## src/rtl/alu_add_seq_pkg.sv

```systemverilog
// Shared definitions for the sequential add/subtract unit.
//   - op encodings for ADD/SUB/ADC/SBC
//   - FSM state type
package alu_add_seq_pkg;

    localparam logic [1:0] OP_ADD = 2'b00;
    localparam logic [1:0] OP_SUB = 2'b01;
    localparam logic [1:0] OP_ADC = 2'b10;
    localparam logic [1:0] OP_SBC = 2'b11;

    typedef enum logic {
        S_IDLE = 1'b0,
        S_BUSY = 1'b1
    } state_t;

endpackage

```

## src/rtl/alu_add_seq_cla_slice.sv

```systemverilog
// Combinational SLICE-bit carry-lookahead adder.
// Ports:
//   a, b      : slice operands
//   ci        : carry into bit 0
//   s         : slice sum
//   c_msb_in  : carry into the slice MSB (for overflow detection)
//   co        : carry out of the slice MSB
module cla_slice #(
    parameter int unsigned SLICE = 4
) (
    input  logic [SLICE-1:0] a,
    input  logic [SLICE-1:0] b,
    input  logic             ci,
    output logic [SLICE-1:0] s,
    output logic             c_msb_in,
    output logic             co
);

    logic [SLICE-1:0] g;
    logic [SLICE-1:0] p;
    logic [SLICE:0]   c;
    logic             pa;

    // Each carry is built as a flat sum of generate terms gated by the
    // product of the propagates above them, so no carry depends on another.
    always_comb begin
        g    = a & b;
        p    = a ^ b;
        c    = '0;
        pa   = 1'b0;
        c[0] = ci;
        for (int unsigned i = 0; i < SLICE; i++) begin
            c[i+1] = g[i];
            pa     = p[i];
            for (int j = int'(i) - 1; j >= 0; j--) begin
                c[i+1] = c[i+1] | (pa & g[j]);
                pa     = pa & p[j];
            end
            c[i+1] = c[i+1] | (pa & ci);
        end
    end

    assign s        = p ^ c[SLICE-1:0];
    assign c_msb_in = c[SLICE-1];
    assign co       = c[SLICE];

endmodule

```

## src/rtl/alu_add_seq.sv

```systemverilog
// Multi-cycle add/subtract unit: one SLICE-bit CLA slice per clock.
// Ports:
//   clk, reset_n         : clock, async active-low reset
//   start, op, cin, a, b : request (accepted while busy=0), operation, carry-in, operands
//   s                    : result, valid when done pulses, held until next completion
//   c/v/n/z_flag         : carry, signed overflow, negative, zero flags of the result
//   busy, done           : computing / one-cycle completion pulse
module alu_add_seq #(
    parameter int unsigned WIDTH = 32,
    parameter int unsigned SLICE = 4
) (
    input  logic             clk,
    input  logic             reset_n,
    input  logic             start,
    input  logic [1:0]       op,
    input  logic             cin,
    input  logic [WIDTH-1:0] a,
    input  logic [WIDTH-1:0] b,
    output logic [WIDTH-1:0] s,
    output logic             c_flag,
    output logic             v_flag,
    output logic             n_flag,
    output logic             z_flag,
    output logic             busy,
    output logic             done
);
    import alu_add_seq_pkg::*;

    localparam int unsigned NS = WIDTH / SLICE;
    localparam int unsigned CW = $clog2(NS);

    state_t           state_q;
    state_t           state_d;
    logic             accept;
    logic             last;
    logic [CW-1:0]    cnt_q;
    logic [WIDTH-1:0] a_q;
    logic [WIDTH-1:0] b_q;
    logic             carry_q;
    logic             zacc_q;

    logic [WIDTH-1:0] b_in;
    logic             init_c;
    logic [SLICE-1:0] a_sl;
    logic [SLICE-1:0] b_sl;
    logic [SLICE-1:0] sum_sl;
    logic             c_msb;
    logic             co_sl;

    // State register
    always_ff @(posedge clk or negedge reset_n) begin
        if (!reset_n) begin
            state_q <= S_IDLE;
        end else begin
            state_q <= state_d;
        end
    end

    // Next state and per-edge control
    always_comb begin
        state_d = state_q;
        accept  = 1'b0;
        last    = 1'b0;
        case (state_q)
            S_IDLE: begin
                if (start) begin
                    state_d = S_BUSY;
                    accept  = 1'b1;
                end
            end
            S_BUSY: begin
                if (cnt_q == CW'(NS - 1)) begin
                    state_d = S_IDLE;
                    last    = 1'b1;
                end
            end
            default: state_d = S_IDLE;
        endcase
    end

    // Operand conditioning at the accepting edge: subtraction is a + ~b + 1
    always_comb begin
        b_in   = b;
        init_c = cin;
        case (op)
            OP_ADD:  init_c = 1'b0;
            OP_SUB:  begin b_in = ~b; init_c = 1'b1; end
            OP_ADC:  init_c = cin;
            OP_SBC:  b_in = ~b;
            default: init_c = 1'b0;
        endcase
    end

    // Select the operand slice addressed by the counter
    always_comb begin
        a_sl = '0;
        b_sl = '0;
        for (int unsigned k = 0; k < NS; k++) begin
            if (cnt_q == CW'(k)) begin
                a_sl = a_q[k*SLICE +: SLICE];
                b_sl = b_q[k*SLICE +: SLICE];
            end
        end
    end

    cla_slice #(.SLICE(SLICE)) u_slice (
        .a        (a_sl),
        .b        (b_sl),
        .ci       (carry_q),
        .s        (sum_sl),
        .c_msb_in (c_msb),
        .co       (co_sl)
    );

    // Datapath, counter, result and flag registers
    always_ff @(posedge clk or negedge reset_n) begin
        if (!reset_n) begin
            busy    <= 1'b0;
            done    <= 1'b0;
            cnt_q   <= '0;
            a_q     <= '0;
            b_q     <= '0;
            carry_q <= 1'b0;
            zacc_q  <= 1'b0;
            s       <= '0;
            c_flag  <= 1'b0;
            v_flag  <= 1'b0;
            n_flag  <= 1'b0;
            z_flag  <= 1'b0;
        end else begin
            busy <= (state_d == S_BUSY);
            done <= last;
            if (accept) begin
                a_q     <= a;
                b_q     <= b_in;
                carry_q <= init_c;
                cnt_q   <= '0;
                zacc_q  <= 1'b0;
            end else if (state_q == S_BUSY) begin
                for (int unsigned k = 0; k < NS; k++) begin
                    if (cnt_q == CW'(k)) begin
                        s[k*SLICE +: SLICE] <= sum_sl;
                    end
                end
                carry_q <= co_sl;
                zacc_q  <= zacc_q | (|sum_sl);
                cnt_q   <= last ? '0 : cnt_q + CW'(1);
                if (last) begin
                    c_flag <= co_sl;
                    v_flag <= c_msb ^ co_sl;
                    n_flag <= sum_sl[SLICE-1];
                    z_flag <= ~(zacc_q | (|sum_sl));
                end
            end
        end
    end

endmodule

```

## config.mk

```make
export PLATFORM = sky130hd
export DESIGN_NAME = alu_add_seq
export DESIGN_NICKNAME = d
export VERILOG_FILES = /design/src/rtl/alu_add_seq_pkg.sv /design/src/rtl/alu_add_seq_cla_slice.sv /design/src/rtl/alu_add_seq.sv
export SDC_FILE = /design/constraint.sdc
export NUM_CORES = 1
export LEC_CHECK = 0
export BUFFER_PORTS_ARGS = -buffer_cell sky130_fd_sc_hd__buf_2
export CELL_PAD_IN_SITES_DETAIL_PLACEMENT = 0
export CELL_PAD_IN_SITES_GLOBAL_PLACEMENT = 2
export CORE_UTILIZATION = 32
export DETAILED_ROUTE_END_ITERATION = 7
export GPL_ROUTABILITY_DRIVEN = 0
export GPL_TIMING_DRIVEN = 0
export MAX_ROUTING_LAYER = met4
export PLACE_DENSITY_LB_ADDON = 0.1
export SLEW_MARGIN = 20
export SYNTH_ARGS = -nofsm -noshare
export SYNTH_HDL_FRONTEND = slang
export SYNTH_HIERARCHICAL = 1
export SYNTH_SLANG_ARGS = --single-unit
export TNS_END_PERCENT = 20
```

## constraint.sdc

```tcl
create_clock -name clk -period 3.25 [get_ports clk]
set_input_delay 0.975 -clock clk [delete_from_list [all_inputs] [get_ports clk]]
set_output_delay 0.975 -clock clk [all_outputs]
set_load 0.03 [all_outputs]
```

* After elaboration in Yosys (flattened, before gate mapping)
Index checks and enable logic that the tools add are counted.
** Cells by class
- $add $sub $neg :: 1
- Multiplexer cells :: 31
- Equal/unequal tests :: 9
- Reduce and logical (&&, ||, !) cells :: 14
- Bitwise logic cells :: 35
** Operators by type and width (count)
- $mux W4 :: 16
- $mux W32 :: 1
- $not A32 Y32 :: 1
- $reduce_and A3 Y1 :: 9
- $and A1 B1 Y1 :: 16
- $eq A3 B3 Y1 const B :: 4
- $or A1 B1 Y1 :: 11
- $mux W1 :: 9
- $mux W3 :: 3
- $xor A4 B4 Y4 :: 2
- $eq A3 B2 Y1 const B :: 2
- $and A4 B4 Y4 :: 1
- $pmux W1 S2 :: 2
- $reduce_or A4 Y1 :: 1
- $add A3 B1 Y3 const B :: 1
- $eq A3 B1 Y1 const B :: 1
- $logic_not A3 Y1 :: 1
- $not A1 Y1 :: 3
- $eq A2 B1 Y1 const B :: 1
- $eq A2 B2 Y1 const B :: 1
- $logic_not A2 Y1 :: 1
- $reduce_bool A2 Y1 :: 1
- $reduce_or A2 Y1 :: 1
- $xor A1 B1 Y1 :: 1
** Storage, ports and cells
- Word-level logic and storage cells :: 109
- Bits of input ports :: 70
- Bits in registers :: 107

* Depth between registers and ports, before layout
Gate-level depths: netlist (run 1).
- Depth in word-level cells :: 19
- Gate-level depth with buffers :: 17
- Depth with buffers taken out :: 13

* Hierarchy
Netlist (run 1), hierarchy kept.
** Modules (own cells, without submodules)
- alu_add_seq :: area each 5129.9 um^2, cells an instance 467, sequential area each 2677.6 um^2, times used 1
- cla_slice :: area each 140.1 um^2, cells an instance 14, sequential area each 0.0 um^2, times used 1

* Least setup slack after synthesis (run 1)
Ideal clock, no wire load.
- Path type :: reg2reg
- Start point :: register cnt_q[2]
- End point :: register zacc_q
- Clock period less this slack :: 3.355 ns
- Arrival time :: 3.234 ns
- Data required time :: 3.129 ns
- Path slack :: -0.105 ns
- Buffers on the path :: 4
- Stages on the path, launching flop included :: 18
- Path through :: dfrtp_1 inv_1 buf_2 ha_1 buf_6 clkbuf_8 nand2_1 a221oi_1 a211oi_1 o31ai_1 ha_1 a211oi_2 o21bai_2 xor2_1 clkbuf_1 nor3_1 nand2_1 a22o_1
** Between the ends
- Elaborated cells on any way between the ends :: 46
- Those cells by class :: 7 x eq/ne; 18 x mux; 19 x bitwise; 2 x reduce/logical
** RTL lines
- start: declaration :: line alu_add_seq.sv:36 : logic [CW-1:0] cnt_q;
- start signal: assignment :: line alu_add_seq.sv:147 : cnt_q <= last ? '0 : cnt_q + CW'(1);
- $logic_not A3 Y1 :: line alu_add_seq.sv:99 : if (cnt_q == CW'(k)) begin
- $mux W4 (7 in series) :: line alu_add_seq.sv:99
- $mux W4 * :: line alu_add_seq.sv:99
- net a_sl[0] :: line alu_add_seq.sv:44 : logic [SLICE-1:0] a_sl;
- $and A4 B4 Y4 / $xor A4 B4 Y4 (equally long branches) :: line alu_add_seq_cla_slice.sv:27, alu_add_seq_cla_slice.sv:28
- $and A1 B1 Y1, on equally long branches :: line alu_add_seq_cla_slice.sv:36, alu_add_seq_cla_slice.sv:37
- $or A1 B1 Y1 / $and A1 B1 Y1 (equally long branches) :: line alu_add_seq_cla_slice.sv:36, alu_add_seq_cla_slice.sv:39
- $or A1 B1 Y1 * :: line alu_add_seq_cla_slice.sv:39 : c[i+1] = c[i+1] | (pa & ci);
- net c_msb :: line alu_add_seq.sv:47 : logic c_msb;
- $xor A4 B4 Y4 * :: line alu_add_seq_cla_slice.sv:43 : assign s = p ^ c[SLICE-1:0];
- net sum_sl[3] :: line alu_add_seq.sv:46 : logic [SLICE-1:0] sum_sl;
- $reduce_or A4 Y1 * :: line alu_add_seq.sv:146 : zacc_q <= zacc_q | (|sum_sl);
- $or A1 B1 Y1 * :: line alu_add_seq.sv:146
- $mux W1 * :: line alu_add_seq.sv:139 : end else if (state_q == S_BUSY) begin
- $mux W1 * :: line alu_add_seq.sv:133 : if (accept) begin
- end signal: assignment :: line alu_add_seq.sv:146
- end: declaration :: line alu_add_seq.sv:40 : logic zacc_q;
The timed path passes the listed nets; every way through them passes the cells marked *. The select of a mux whose other input is x is not followed.
A chain may end at the register's enable or synchronous reset.

* Worst setup path in the final report (run 1)
- Start point :: register cnt_q[1]
- End point :: register zacc_q
** Between the ends
- Elaborated cells on any way between the ends :: 46
- Those cells by class :: 7 x eq/ne; 18 x mux; 19 x bitwise; 2 x reduce/logical
** RTL lines
- $logic_not A3 Y1 :: line alu_add_seq.sv:99
- $mux W4 (7 in series) :: line alu_add_seq.sv:99
- $mux W4 * :: line alu_add_seq.sv:99
- net b_sl[0] :: line alu_add_seq.sv:45 : logic [SLICE-1:0] b_sl;
- $and A4 B4 Y4 / $xor A4 B4 Y4 (equally long branches) :: line alu_add_seq_cla_slice.sv:27, alu_add_seq_cla_slice.sv:28
- $and A1 B1 Y1, on equally long branches :: line alu_add_seq_cla_slice.sv:36, alu_add_seq_cla_slice.sv:37
- $or A1 B1 Y1 / $and A1 B1 Y1 (equally long branches) :: line alu_add_seq_cla_slice.sv:36, alu_add_seq_cla_slice.sv:39
- $or A1 B1 Y1 * :: line alu_add_seq_cla_slice.sv:39
- net c_msb :: line alu_add_seq.sv:47
- $xor A4 B4 Y4 * :: line alu_add_seq_cla_slice.sv:43
- net sum_sl[3] :: line alu_add_seq.sv:46
- $reduce_or A4 Y1 * :: line alu_add_seq.sv:146
- $or A1 B1 Y1 * :: line alu_add_seq.sv:146
- $mux W1 * :: line alu_add_seq.sv:139
- $mux W1 * :: line alu_add_seq.sv:133
Marks and branches as above.

==> results by group, run 1 <==
Run status
  – Outcome: finished with violations
  – Violations in the final reports: negative setup slack

Clocking
  – Master cell of the clock root buffer: sky130_fd_sc_hd__clkbuf_16
  – Number of buffers inserted during clock tree synthesis: 9
  – Clock-pin transition on the worst setup and hold timing paths: 70 ps
  – Clock buffer depth: 2
  – Clock latency on the worst-skew pair: 350 ps
  – Post-CTS Hold Fix Bufs: 0
  – H-tree levels: 3
  – CTS Sinks: roughly 110
  – TritonCTS clock tree: built

Drt
  – Number of optimization iterations in the first detailed-route pass: 4
  – # DRC: 0
  – Final wirelength: 14100 um
  – Via-per-instance ratio: around 4.8
  – DR iter-0 viols: 173
  – Total number of vias: 3990
  – Final ANT Viol Nets: 0
  – Average wire per cell in the routed design: 16.9 um

STA
  – Worst Max-Slew Pin Slew: a little under 600 ps
  – Worst setup slack after layout: -80.5 ps
  – Min Tclk post-route: 3330 ps
  – Post-route fraction of the period consumed by the critical path: 102%
  – Final setup vio count: 11
  – Number of max-slew violations in the final report: 0
  – Maximum clock rate: between 300 and 400 MHz
  – Hold violation total from the final report: 0
  – Relative slew slack: 60.2%
  – Worst setup skew after layout: 10.4 ps
  – Unrepaired setup endpoints after global routing: yes

Synthesis
  – Post-synth top area cell: sky130_fd_sc_hd__dfrtp_1
  – Top cells by area, synth: sky130_fd_sc_hd__dfrtp_1 51%, sky130_fd_sc_hd__mux2_2 14%, sky130_fd_sc_hd__nand2_1 5.3%, sky130_fd_sc_hd__xnor2_1 5.0%, sky130_fd_sc_hd__o21ai_0 3.7%
  – Mapped Cells: 481
  – Warning count from the yosys run: 6
  – Post-synthesis sequential area ratio: 50.8%
  – Cell area after technology mapping: 5270 sq um
  – Asr flop ratio synth: 100%
  – Yosys top cell area share: 50.8%
  – Ranking of synthesized cells by instance count: 107 x sky130_fd_sc_hd__dfrtp_1, 75 x sky130_fd_sc_hd__nand2_1, 64 x sky130_fd_sc_hd__mux2_2
  – Synthesized area per cell: between 10 and 15 sq um
  – Main synth FF type: sky130_fd_sc_hd__dfrtp_1
  – Cell with the most instances after synthesis: sky130_fd_sc_hd__dfrtp_1
  – Number of synthesized flops with an enable pin: 0
  – Library cells used by synthesis: 41
  – Net count after synthesis: 562
  – Total of flip-flops plus latches after synthesis: 107

GRT
  – Maximum number of pins on one net before global-route repair: 80
  – Global-route met3 utilization: 2.87%
  – Number of global-route vias before repair: 4087
  – Global routing met2 resource utilization: just under 30%
  – Wire length of the first global-routing pass: 22500 um
  – Initial antenna violation count: 0
  – Peak-usage layer in the global routing report: met2
  – Overall overflow remaining after global route: 0
  – GR Util All Layers: between 10% and 20%
  – Met1 global-route usage: 23.3%

Floorplan
  – Chip height: 130 um
  – Number of rows created at floorplan: 46
  – Die Wd: roughly 130 um
  – Floorplan Core Area: 16000 sq um
  – I/O pin cnt: 108
  – Initial Utilization: 32.9%
  – Total Die Area: 17000 sq um

Layout
  – Antenna Cells: 0
  – Fraction of final layout cells with drive strength greater than 1: 43.5%
  – Cell area after layout: roughly 7000 sq um
  – Final-layout fill cell count: 1631
  – Final-stage net count: between 600 and 700
  – P&R area growth vs syn: 29.6%

Critical path
  – Standard cell with the maximum stage delay on the critical path: sky130_fd_sc_hd__dfrtp_2
  – Capturing element type of the critical path: flip-flop
  – CP delay by family, top: compound AO/OA/AOI/OAI gates
  – Arrival time worst endpoint: between 3000 and 4000 ps
  – Largest fanout on the critical path: 5
  – Slowest stage delay, CP: approximately 440 ps
  – Startpoint kind of the worst setup timing path: flip-flop
  – Critical path's most frequent cell: sky130_fd_sc_hd__ha_4
  – Required time of the critical path: 3490 ps
  – Buffer and inverter count on the worst path: 3
  – Startpoint-to-endpoint class of the critical path: flip-flop to flip-flop
  – Sequence of cells on the critical path: ha_4 > ha_4 > buf_8 > nand2b_4 > o221a_4 > a211oi_4 > o31ai_2 > buf_4 > ha_4 > a211oi_4 > buf_4 > o21bai_4 > xor2_4 > nor3_2 > nand2_1 > a22o_1

Placement
  – DP Area: 6120 sq um
  – Estimated wirelength of the detail-placed design: 10500 um
  – Count of port buffers added during placement: 106

Flow run
  – Max-Cap Viols: 0

Worst hold path
  – Hold Crit Class: flip-flop to flip-flop
## cell families (layout without fill, tap and decap cells)
| kind of cell | count (synthesis) | in the layout | synth area share (%) |
|---|---|---|---|
| AND/OR/NAND/NOR | 114 | 114 | 9.00 |
| flip-flops | 107 | 107 | 50.8 |
| buffers and inverters | 49 | 186 | 4.72 |
| adder cells (fa/ha/maj) | 11 | 11 | 2.75 |
| XOR/XNOR | 36 | 36 | 5.98 |
| AO/OA/AOI/OAI | 99 | 99 | 12.9 |
| multiplexers | 65 | 65 | 13.9 |
## layout by cell type, fill, tap and decap left out, types with 3 or more instances in the layout
cell and instances:
sky130_fd_sc_hd__nor2b_1 5, sky130_fd_sc_hd__a221oi_2 3, sky130_fd_sc_hd__a21oi_1 8, sky130_fd_sc_hd__ha_4 3, sky130_fd_sc_hd__ha_1 5, sky130_fd_sc_hd__xnor2_1 30, sky130_fd_sc_hd__o221a_2 4, sky130_fd_sc_hd__buf_6 6
sky130_fd_sc_hd__xor2_1 4, sky130_fd_sc_hd__a211oi_1 4, sky130_fd_sc_hd__o31ai_1 4, sky130_fd_sc_hd__nand3_1 4, sky130_fd_sc_hd__o21ai_0 37, sky130_fd_sc_hd__clkbuf_1 7, sky130_fd_sc_hd__buf_4 17, sky130_fd_sc_hd__a22o_1 4
sky130_fd_sc_hd__buf_2 123, sky130_fd_sc_hd__nand2_1 73, sky130_fd_sc_hd__o211ai_1 6, sky130_fd_sc_hd__clkbuf_16 9, sky130_fd_sc_hd__clkinv_2 3, sky130_fd_sc_hd__a211oi_4 4, sky130_fd_sc_hd__mux2_2 64, sky130_fd_sc_hd__a221oi_1 6
sky130_fd_sc_hd__buf_8 4, sky130_fd_sc_hd__inv_1 10, sky130_fd_sc_hd__dfrtp_1 105, sky130_fd_sc_hd__nor2_1 22
## what timing repair did
action	CTS	global route
pin swaps	14	19
setup buffers	14	3
resized for setup	33	26
gates cloned	1	0
endpoints found under the setup margin	38	22
## worst min-delay path: stages, from the launching register on
cell	delay (ps)
sky130_fd_sc_hd__dfrtp_1	340
sky130_fd_sc_hd__nand2_1	50
sky130_fd_sc_hd__nand2_1	60
## sequential cells by signal (all words and copies together), names as in the netlist
| signal | cells |
|---|---|
| c_flag | 1 |
| z_flag | 1 |
| busy | 1 |
| a_q | 32 |
| n_flag | 1 |
| b_q | 32 |
| cnt_q | 3 |
| done | 1 |
| v_flag | 1 |
| carry_q | 1 |
| s | 32 |
| zacc_q | 1 |
## cell type report
| class | instances | area (sq um) | share of cell area (%) |
|---|---|---|---|
| tap | 216 | 270 | 3.96 |
| clock buffer | 11 | 233 | 3.41 |
| timing repair buffer | 125 | 713 | 10.4 |
| multi-input combinational | 325 | 2600 | 38.0 |
| inverter | 12 | 48.8 | 0.715 |
| clock inverter | 5 | 53.8 | 0.788 |
| buffer | 33 | 231 | 3.39 |
| sequential | 107 | 2680 | 39.3 |
## through the flow
stage | instances | setup slack, ps | hold slack, ps | TNS (ps) | utilization [%]
after floorplan | 481 | 14.4 | 450 | 0 | -
after global placement | 803 | -700 | 452 | -14920 | 38.0
after detailed placement | 804 | -694 | 469 | -14270 | 38.2
after CTS | 832 | -65.1 | 485 | -448 | 41.7
after global routing | 834 | -236 | 505 | -1970 | 42.7
final | 834 | -80.5 | 481 | -533 | 42.7
## per-layer routing
layer / vias up / wire length, um
met5: - / 0
met4: 0 / 191
met3: 10 / 612
met2: 104 / 6780
met1: 1940 / 6510
li1: 1936 / -
## final timing paths
kind / to / start / slack, ps / depth (start not counted)
max: zacc_q / cnt_q[1] / -80 / 16
min: s[31] / s[31] / 480 / 2
max reg2reg: zacc_q / cnt_q[1] / -80 / 16
min reg2reg: s[31] / s[31] / 480 / 2
max in group asynchronous: b_q[19] / reset_n / 2070 / 2
min in group asynchronous: n_flag / reset_n / 490 / 1
Power of run 1 is left out: the tool's default activity adds up to more than one toggle a clock period on the data nets, which glitch-free logic cannot reach.
==> inputs of run 2 (changes only) <==
- CORE_UTILIZATION: 32 -> 35
- clock period: 3.25 -> 4.33 ns (I/O delays scaled with it)
==> results by group, run 2 (synthesis results as in run 1) <==
Critical path
  – Capturing element type of the critical path: flip-flop
  – Largest fanout on the critical path: 10 (+5)
  – Standard cell with the maximum stage delay on the critical path: sky130_fd_sc_hd__dfrtp_1
  – Flop-to-flop setup slack: 370 ps (+450 ps)
  – CP startpoint: cnt_q[2]
  – Required time of the critical path: 4570 ps (+1080 ps)
  – FF-to-FF End: zacc_q
  – Sequence of cells on the critical path: inv_1 > buf_2 > ha_1 > buf_6 > clkbuf_8 > nand2_1 > a221oi_1 > a211oi_2 > o31ai_2 > ha_1 > a211oi_2 > o21bai_2 > xor2_1 > clkbuf_1 > nor3_1 > nand2_1 > a22o_1
  – Arrival time worst endpoint: 4200 ps (+630 ps)
  – Slowest stage delay, CP: 410 ps (-30 ps)
  – Reg2reg start: cnt_q[2]
  – Startpoint kind of the worst setup timing path: flip-flop
  – Number of cells on the worst reg-to-reg path: 17 (+1)
  – Startpoint-to-endpoint class of the critical path: flip-flop to flip-flop

STA
  – Worst setup skew after layout: 5.68 ps (-4.72 ps)
  – Hold violation total from the final report: 0 (unchanged)
  – Number of max-slew violations in the final report: 0 (unchanged)
  – Unrepaired setup endpoints after global routing: no
  – Post-route fraction of the period consumed by the critical path: 91.4% (-11 points)
  – Relative slew slack: 67.2% (+6.9 points)
  – Worst Max-Slew Pin Slew: 489 ps (-107 ps)
  – Maximum clock rate: 253 MHz (-16%)
  – Worst setup slack after layout: 371 ps (+452 ps)
  – Setup TNS: 0 ps (+533 ps)
  – Min Tclk post-route: 3960 ps (+628 ps)
  – Final setup vio count: 0 (-11)

Clocking
  – CTS Sinks: 107 (unchanged)
  – H-tree levels: 3 (unchanged)
  – Number of buffers inserted during clock tree synthesis: 9 (unchanged)
  – Clock buffer depth: 2 (unchanged)
  – Post-CTS setup-driven buffer insertion count: 0 (-14)
  – TritonCTS clock tree: built
  – Master cell of the clock root buffer: sky130_fd_sc_hd__clkbuf_16
  – Clock latency on the worst-skew pair: 350 ps (about the same)
  – Clock-pin transition on the worst setup and hold timing paths: 70 ps (about the same)

Layout
  – Top flop regs: a_q (32), b_q (32), s (32)
  – Final-layout fill cell count: 1414 (-13%)
  – Fraction of final layout cells with drive strength greater than 1: 37.7% (-5.8 points)
  – P&R area growth vs syn: 22.3%
  – Antenna Cells: 0 (unchanged)
  – Post-layout instance count excluding filler cells: 788 (-5.5%)
  – Highest-count cells in the layout ignoring fill and taps: 128 x sky130_fd_sc_hd__buf_2, 107 x sky130_fd_sc_hd__dfrtp_1, 75 x sky130_fd_sc_hd__nand2_1
  – Final-stage net count: 680 (-2.0%)
  – Most frequent standard cell in the layout excluding fill and tap cells: sky130_fd_sc_hd__buf_2

GRT
  – Number of global-route vias before repair: 4098 (+0.27%)
  – Wire length of the first global-routing pass: 22300 um (-1.0%)
  – Initial antenna violation count: 0 (unchanged)
  – Maximum number of pins on one net before global-route repair: 82 (+2.5%)
  – Overall overflow remaining after global route: 0 (unchanged)
  – GR Util All Layers: 19.0% (+0.58 points)

Placement
  – Estimated wirelength of the detail-placed design: 10300 um (-1.8%)
  – Count of port buffers added during placement: 106 (unchanged)
  – Number of placed cells counting well taps: 772 (-4.0%)
  – Pre-CTS setup slack: 201 ps (+895 ps)

Drt
  – Final ANT Viol Nets: 0 (unchanged)
  – # DRC: 0 (unchanged)
  – Average wire per cell in the routed design: 17.0 um (+0.90%)
  – Via-per-instance ratio: 4.97 (+3.9%)
  – DR iter-0 viols: 220 (+27%)
  – Number of optimization iterations in the first detailed-route pass: 4 (unchanged)
  – Total number of vias: 3917 (-1.8%)
  – Final wirelength: 13400 um (-4.7%)

Floorplan
  – Chip height: 125 um (-4.3%)
  – Total Die Area: 15600 sq um (-8.4%)
  – I/O pin cnt: 108 (unchanged)
  – Number of rows created at floorplan: 44 (-4.3%)
  – Die Wd: 125 um (-4.3%)
  – Initial Utilization: 36.1% (+3.2 points)
  – Floorplan Core Area: 14600 sq um (-8.8%)

Power and ir drop
  – Power density normalized to cell area: just under 1000 nW/um^2
  – Leakage: 3.00 nW
  – Worst vdd ir: 0.000388 V

Worst hold path
  – Hold EP: n_flag
  – Hold Crit Class: flip-flop to flip-flop
  – Hold Startpoint: n_flag
  – Hold path depth: 2 (unchanged)

Flow run
  – Max-Cap Viols: 0 (unchanged)

Run status
  – Outcome: complete, no violations
run 2: cell count changes in the layout (fill, tap and decap cells not counted), sizes merged:
cell,before,now
bufinv,1,3
clkinvlp,1,0
inv,11,12
buf,152,135
clkbuf,17,21
clkinv,4,1
run 2: final cells by class:
| cell class | count | area, sq um | area share [%] |
|---|---|---|---|
| Timing Repair Buffer | 107 | 564 | 8.75 |
| Inverter | 12 | 45.0 | 0.699 |
| Clock buffer | 12 | 267 | 4.13 |
| Tap cell | 184 | 230 | 3.57 |
| Sequential cell | 107 | 2680 | 41.5 |
| Multi-Input combinational cell | 325 | 2360 | 36.7 |
| Buffer | 37 | 204 | 3.16 |
| Clock inverter | 4 | 95.1 | 1.48 |
run 2: repair_timing:
item / CTS / global route
gates resized for setup: 0 / 4
hold buffers: 0 / 0
setup endpoints to repair: 0 / 4
run 2: how the worst max path moves through the flow:
stage	slack [ps]	cells past startpoint	endpoint
floorplan	970	17	zacc_q
global placement	200	17	zacc_q
detailed placement	200	17	zacc_q
CTS	170	17	zacc_q
global route	9	17	zacc_q
finish	370	17	zacc_q
run 2: critical path, delay by kind of cell (launching register included):
kind	cells	cell delay, ps
compound gates	6	1410
xor+xnor	1	150
fa+ha+maj	2	500
buf+inv	5	1020
flops	1	410
simple gates	3	350
run 2: power breakdown:
part / switching (W) / internal [W]
Clock: 0.000355 / 0.000612
Sequential: 0.000300 / 0.00150
Combinational: 0.00208 / 0.00134
Total: 0.00274 / 0.00345
run 2: per-stage QoR:
| stage | cell area, sq um | total power, W | util, % | hold WS [ps] |
|---|---|---|---|---|
| after floorplan | 5270 | 0.00418 | - | 450 |
| after detailed placement | 6060 | 0.00527 | 41.6 | 464 |
| final | 6450 | 0.00619 | 44.2 | 476 |
| after global routing | 6450 | 0.00671 | 44.2 | 512 |
| after global placement | 6030 | 0.00519 | 41.3 | 452 |
| after CTS | 6430 | 0.00626 | 44.0 | 481 |
run 2: layer usage:
metal	global-route usage (%)	wire length (um)	vias up
met5	-	0	-
met4	8.29	316	0
met3	2.71	523	21
met2	29.2	6260	102
met1	25.0	6330	1881
li1	-	-	1913
No activity file was read; power rests on OpenSTA's default activity.
